==> src/rtl/image_loader.sv <==
// image_loader: streams signed 8-bit pixels into a two-bank image RAM, one
// bank per frame, with per-bank full flags handed back by the consumer.
`default_nettype none

module image_loader #(
   parameter int PIXELS = 784,
   parameter int ADDR_W = 10
) (
   input  logic              clk_i,
   input  logic              rst_ni,
   input  logic              start_i,
   input  logic              abort_i,
   input  logic              s_valid_i,
   input  logic [7:0]        s_data_i,
   output logic              s_ready_o,
   output logic              wr_en_o,
   output logic              wr_bank_o,
   output logic [ADDR_W-1:0] wr_addr_o,
   output logic [7:0]        wr_data_o,
   output logic              img_done_o,
   output logic              img_bank_o,
   input  logic              release_i,
   input  logic              release_bank_i,
   output logic              busy_o
);

   typedef enum logic [1:0] {
      IDLE  = 2'd0,
      FILL  = 2'd1,
      STALL = 2'd2
   } state_t;

   localparam logic [ADDR_W-1:0] LAST = ADDR_W'(PIXELS - 1);

   state_t            state_q, state_d;
   logic [ADDR_W-1:0] cnt_q, cnt_d;
   logic              fb_q, fb_d;
   logic [1:0]        full_q, full_d;
   logic              wr_en_q, wr_en_d;
   logic              wr_bank_q, wr_bank_d;
   logic [ADDR_W-1:0] wr_addr_q, wr_addr_d;
   logic [7:0]        wr_data_q, wr_data_d;
   logic              img_done_q, img_done_d;
   logic              img_bank_q, img_bank_d;
   logic              s_ready;
   logic              xfer;

   // Registered-only decode keeps s_valid out of the ready path.
   assign s_ready = (state_q == FILL) && !full_q[fb_q];
   assign xfer    = s_valid_i && s_ready;

   always_comb begin
      state_d    = state_q;
      cnt_d      = cnt_q;
      fb_d       = fb_q;
      full_d     = full_q;
      wr_en_d    = 1'b0;
      wr_bank_d  = wr_bank_q;
      wr_addr_d  = wr_addr_q;
      wr_data_d  = wr_data_q;
      img_done_d = 1'b0;
      img_bank_d = img_bank_q;

      if (release_i) begin
         full_d[release_bank_i] = 1'b0;
      end

      // A transfer always lands in RAM, even when abort arrives with it.
      if (xfer) begin
         wr_en_d   = 1'b1;
         wr_addr_d = cnt_q;
         wr_bank_d = fb_q;
         wr_data_d = s_data_i;
      end

      case (state_q)
         IDLE: begin
            if (start_i && !abort_i) begin
               state_d = FILL;
               cnt_d   = '0;
            end
         end
         FILL: begin
            if (abort_i) begin
               state_d = IDLE;
               cnt_d   = '0;
            end else if (xfer) begin
               if (cnt_q == LAST) begin
                  full_d[fb_q] = 1'b1;
                  img_done_d   = 1'b1;
                  img_bank_d   = fb_q;
                  cnt_d        = '0;
                  fb_d         = !fb_q;
                  // Same-cycle release of the other bank avoids the stall.
                  state_d      = full_d[!fb_q] ? STALL : FILL;
               end else begin
                  cnt_d = cnt_q + ADDR_W'(1);
               end
            end
         end
         STALL: begin
            if (abort_i) begin
               state_d = IDLE;
               cnt_d   = '0;
            end else if (!full_q[fb_q]) begin
               state_d = FILL;
            end
         end
         default: begin
            state_d = IDLE;
            cnt_d   = '0;
         end
      endcase
   end

   always_ff @(posedge clk_i or negedge rst_ni) begin
      if (!rst_ni) begin
         state_q    <= IDLE;
         cnt_q      <= '0;
         fb_q       <= 1'b0;
         full_q     <= 2'b00;
         wr_en_q    <= 1'b0;
         wr_bank_q  <= 1'b0;
         wr_addr_q  <= '0;
         wr_data_q  <= 8'd0;
         img_done_q <= 1'b0;
         img_bank_q <= 1'b0;
      end else begin
         state_q    <= state_d;
         cnt_q      <= cnt_d;
         fb_q       <= fb_d;
         full_q     <= full_d;
         wr_en_q    <= wr_en_d;
         wr_bank_q  <= wr_bank_d;
         wr_addr_q  <= wr_addr_d;
         wr_data_q  <= wr_data_d;
         img_done_q <= img_done_d;
         img_bank_q <= img_bank_d;
      end
   end

   assign s_ready_o  = s_ready;
   assign wr_en_o    = wr_en_q;
   assign wr_bank_o  = wr_bank_q;
   assign wr_addr_o  = wr_addr_q;
   assign wr_data_o  = wr_data_q;
   assign img_done_o = img_done_q;
   assign img_bank_o = img_bank_q;
   assign busy_o     = (state_q != IDLE);

endmodule

`default_nettype wire

==> config.mk <==
export PLATFORM = sky130hd
export DESIGN_NAME = image_loader
export DESIGN_NICKNAME = d
export VERILOG_FILES = /design/src/rtl/image_loader.sv
export SDC_FILE = /design/constraint.sdc
export NUM_CORES = 1
export LEC_CHECK = 0
export BUFFER_PORTS_ARGS = -buffer_cell sky130_fd_sc_hd__buf_2
export CAP_MARGIN = 15
export CORE_UTILIZATION = 48
export DETAILED_ROUTE_END_ITERATION = 8
export PLACE_DENSITY = 0.75
export SLEW_MARGIN = 30
export SYNTH_ARGS = -nofsm -noshare
export SYNTH_HDL_FRONTEND = slang
export SYNTH_SLANG_ARGS = --single-unit
==> constraint.sdc <==
create_clock -name clk_i -period 1.7 [get_ports clk_i]
set_clock_uncertainty 0.05 [all_clocks]
set_input_delay 0.17 -clock clk_i [delete_from_list [all_inputs] [get_ports clk_i]]
set_output_delay 0.17 -clock clk_i [all_outputs]
set_load 0.005 [all_outputs]
==> results.sh <==
export IMPL_final_layout_size_suffix_gt1_frac=0.452
export IMPL_critical_path_class="reg -> reg"
export IMPL_fp_dieH_um=63.0
export IMPL_start_kind="flip-flop"
export IMPL_route_met3_wl_um=176
export IMPL_numPortBuffers=38
export IMPL_synth_top_area_share=0.518
export IMPL_gp_congestion=0.811
export IMPL_p_leak_nw=1.33
export IMPL_end_kind="flip-flop"
export IMPL_clk_latency_ns=0.29
export IMPL_synthArstFlopShare=1.00
export IMPL_met2_length_um=2250
export IMPL_reg2reg_depth=5
export IMPL_hold_viol=0
export IMPL_wire_per_inst_um=14.9
export IMPL_crit_fanout=6
export IMPL_dr_max_layer_used="met4"
export IMPL_final_core_util=0.754
export IMPL_critPathSlowestCell="or4_1"
export IMPL_yosysWarnings=0
export IMPL_seq_area_um2=927
export IMPL_synth_top_area_cell="dfrtp_1"
export IMPL_syn_area_um2=1790
export IMPL_slowest_delay_ns=0.49
export IMPL_dpl_hpwl_um=2690
export IMPL_setup_viol=10
export IMPL_wl_met1_um=2040
export IMPL_htreeDepth=2
export IMPL_cts_tree="yes"
export IMPL_status="complete, but fails checks"
export IMPL_gr_usage_all_layers=0.233
export IMPL_antenna_found_initial=0
export IMPL_yosys_register_bits=37
export IMPL_grt_ovfl_total=0
export IMPL_antenna_diode_count=0
export IMPL_syn_to_final_growth_pct=45.1
export IMPL_netlist_top_cells_area="dfrtp_1, nand2_1, a22oi_1"
export IMPL_synth_most_common_cell="nand2_1"
export IMPL_peakVddDrop_mv=0.560
export IMPL_path_cells="nor3b_4 > buf_4 > nor2_4 > or4_1 > a22oi_1"
export IMPL_fillCellCount=233
export IMPL_setup_slack_ns=-0.0846
export IMPL_cap_violations=0
export IMPL_worst_slew_pin_slew_ns=0.450
export IMPL_die_w_um=63.0
export IMPL_syn_area_per_cell_um2=9.99
export IMPL_multiInputGateArea_um2=920
export IMPL_coreArea_um2=3440
export IMPL_violations="setup timing"
export IMPL_ys_types=42
export IMPL_cts_path_max_buffers=2
export IMPL_synth_edff_count=0
export IMPL_fmaxAchievable_mhz=560
export IMPL_timing_final_crit_share=1.05
export IMPL_synth_common_cells="nand2_1, dfrtp_1, a22oi_1"
export IMPL_rsz0062_at_grt="yes"
export IMPL_drc=0
export IMPL_holdPathStages=3
export IMPL_place_ws_ns=-0.103
export IMPL_finalWirelength_um=4560
export IMPL_arrival_ns=1.94
export IMPL_dieArea_um2=3970
export IMPL_power_density_nw_per_um2=789
export IMPL_cts_clk_slew_worst_paths_ns=0.08
export IMPL_nets=276
export IMPL_slew_viol_final=0
export IMPL_numCtsBuffers=5
export IMPL_vias=1655
export IMPL_grt_pass1_vias=1536
export IMPL_worst_hold_path_type="in -> reg"
export IMPL_detail_route_first_pass_iterations=4
export IMPL_yosysSeqAreaShare=0.518
export IMPL_clock_root_buffer="clkbuf_8"
export IMPL_syn_nets=195
export IMPL_grt_max_degree=38
export IMPL_start_util=0.519
export IMPL_synthFlopType="dfrtp_1"
export IMPL_synthCells=179
export IMPL_pin_count=39
export IMPL_cp_required_ns=1.86
export IMPL_clkSinkCount=37
export IMPL_avgViaCountPerCell=5.39
export IMPL_grt_pass1_wl_um=6980
export IMPL_final_min_clock_period_ns=1.78
export IMPL_drt_iter0_drc=66
export IMPL_row_count=21
export IMPL_antenna_left=0
export IMPL_slew_headroom=0.700
metrics by stage:
| stage | hold slack [ns] | area (um2) | cells | power (W) | TNS (ns) |
|---|---|---|---|---|---|
| floorplan | -0.176 | 1790 | 179 | 0.00110 | -0.0331 |
| global placement | 0.188 | 2190 | 281 | 0.00123 | -0.303 |
| detailed placement | 0.185 | 2190 | 281 | 0.00123 | -0.531 |
| CTS | 0.00639 | 2370 | 294 | 0.00203 | -0.0433 |
| global route | 0.0155 | 2590 | 307 | 0.00214 | -1.41 |
| finish | 0.0120 | 2590 | 307 | 0.00205 | -0.533 |
routing by layer:
metal / vias to the layer above / GRT usage
li1: 791 / -
met1: 805 / 0.282
met2: 48 / 0.388
met3: 11 / 0.0547
met4: 0 / 0.110
met5: - / 0
state kept, by name, summed over array words and instances, names as in the netlist:
name	count
full_q	2
cnt_q	10
fb_q	1
state_q	2
img_bank_o	1
wr_addr_o	10
img_done_o	1
wr_bank_o	1
wr_data_o	8
wr_en_o	1
final timing paths:
check                             start      endpoint  slack (ns)
max in group asynchronous        rst_ni    state_q[1]        0.87
max reg2reg                  state_q[1]      cnt_q[4]       -0.08
max                          state_q[1]      cnt_q[4]       -0.08
min in group asynchronous        rst_ni          fb_q        0.39
min reg2reg                wr_data_o[5]  wr_data_o[5]        0.42
min                         s_data_i[6]  wr_data_o[6]        0.01
layout make-up:
class | instances | share of cell area
clock buffers | 6 | 0.0318
clock inverters | 2 | 0.0145
inverters | 5 | 0.00723
multi-input cells | 131 | 0.354
flip-flops and latches | 37 | 0.357
well taps | 46 | 0.0222
repair buffers | 80 | 0.213
cell usage in the layout, fill, tap and decap left out, types with 6 or more instances in the layout:
master / synthesis / layout
buf_2: 3 / 38
a22oi_2: 0 / 6
clkbuf_8: 0 / 6
nand2_1: 61 / 61
buf_4: 1 / 34
dfrtp_1: 37 / 36
logic make-up (layout without fill, tap and decap cells):
family,count (synthesis),count (layout),synth area share
XOR/XNOR,1,1,0.00490
flip-flops,37,37,0.518
adder cells (fa/ha/maj),1,1,0.00700
multiplexers,4,4,0.0308
buffers and inverters,13,93,0.0399
AO/OA/AOI/OAI,34,36,0.158
AND/OR/NAND/NOR,89,89,0.241
worst max-delay path, delay by kind of cell, from the launching register on:
| family | cells | cell delay (ns) |
|---|---|---|
| buffers and inverters | 1 | 0.18 |
| AND/OR/NAND/NOR | 3 | 0.84 |
| flip-flops | 1 | 0.45 |
| AO/OA/AOI/OAI | 1 | 0.17 |
where the power goes:
part / leakage [nW] / internal, W / switching (W) / total (W)
clock: 0.0574 / 0.000477 / 0.000315 / 0.000792
sequential: 0.501 / 0.000931 / 0.0000271 / 0.000959
combinational: 0.769 / 0.000127 / 0.000170 / 0.000297
total: 1.33 / 0.00154 / 0.000512 / 0.00205
what timing repair did:
| action | 4_1_cts | 5_1_grt |
|---|---|---|
| setup endpoints to repair | 13 | 24 |
| buffers inserted | 3 | 13 |
| resized for setup | 5 | 28 |
| pin swaps | 12 | 11 |
| cloned | 2 | 0 |
| hold buffers | 1 | 0 |
| hold endpoints to repair | 37 | 0 |
Note: power is estimated with default switching activity, not from simulation.
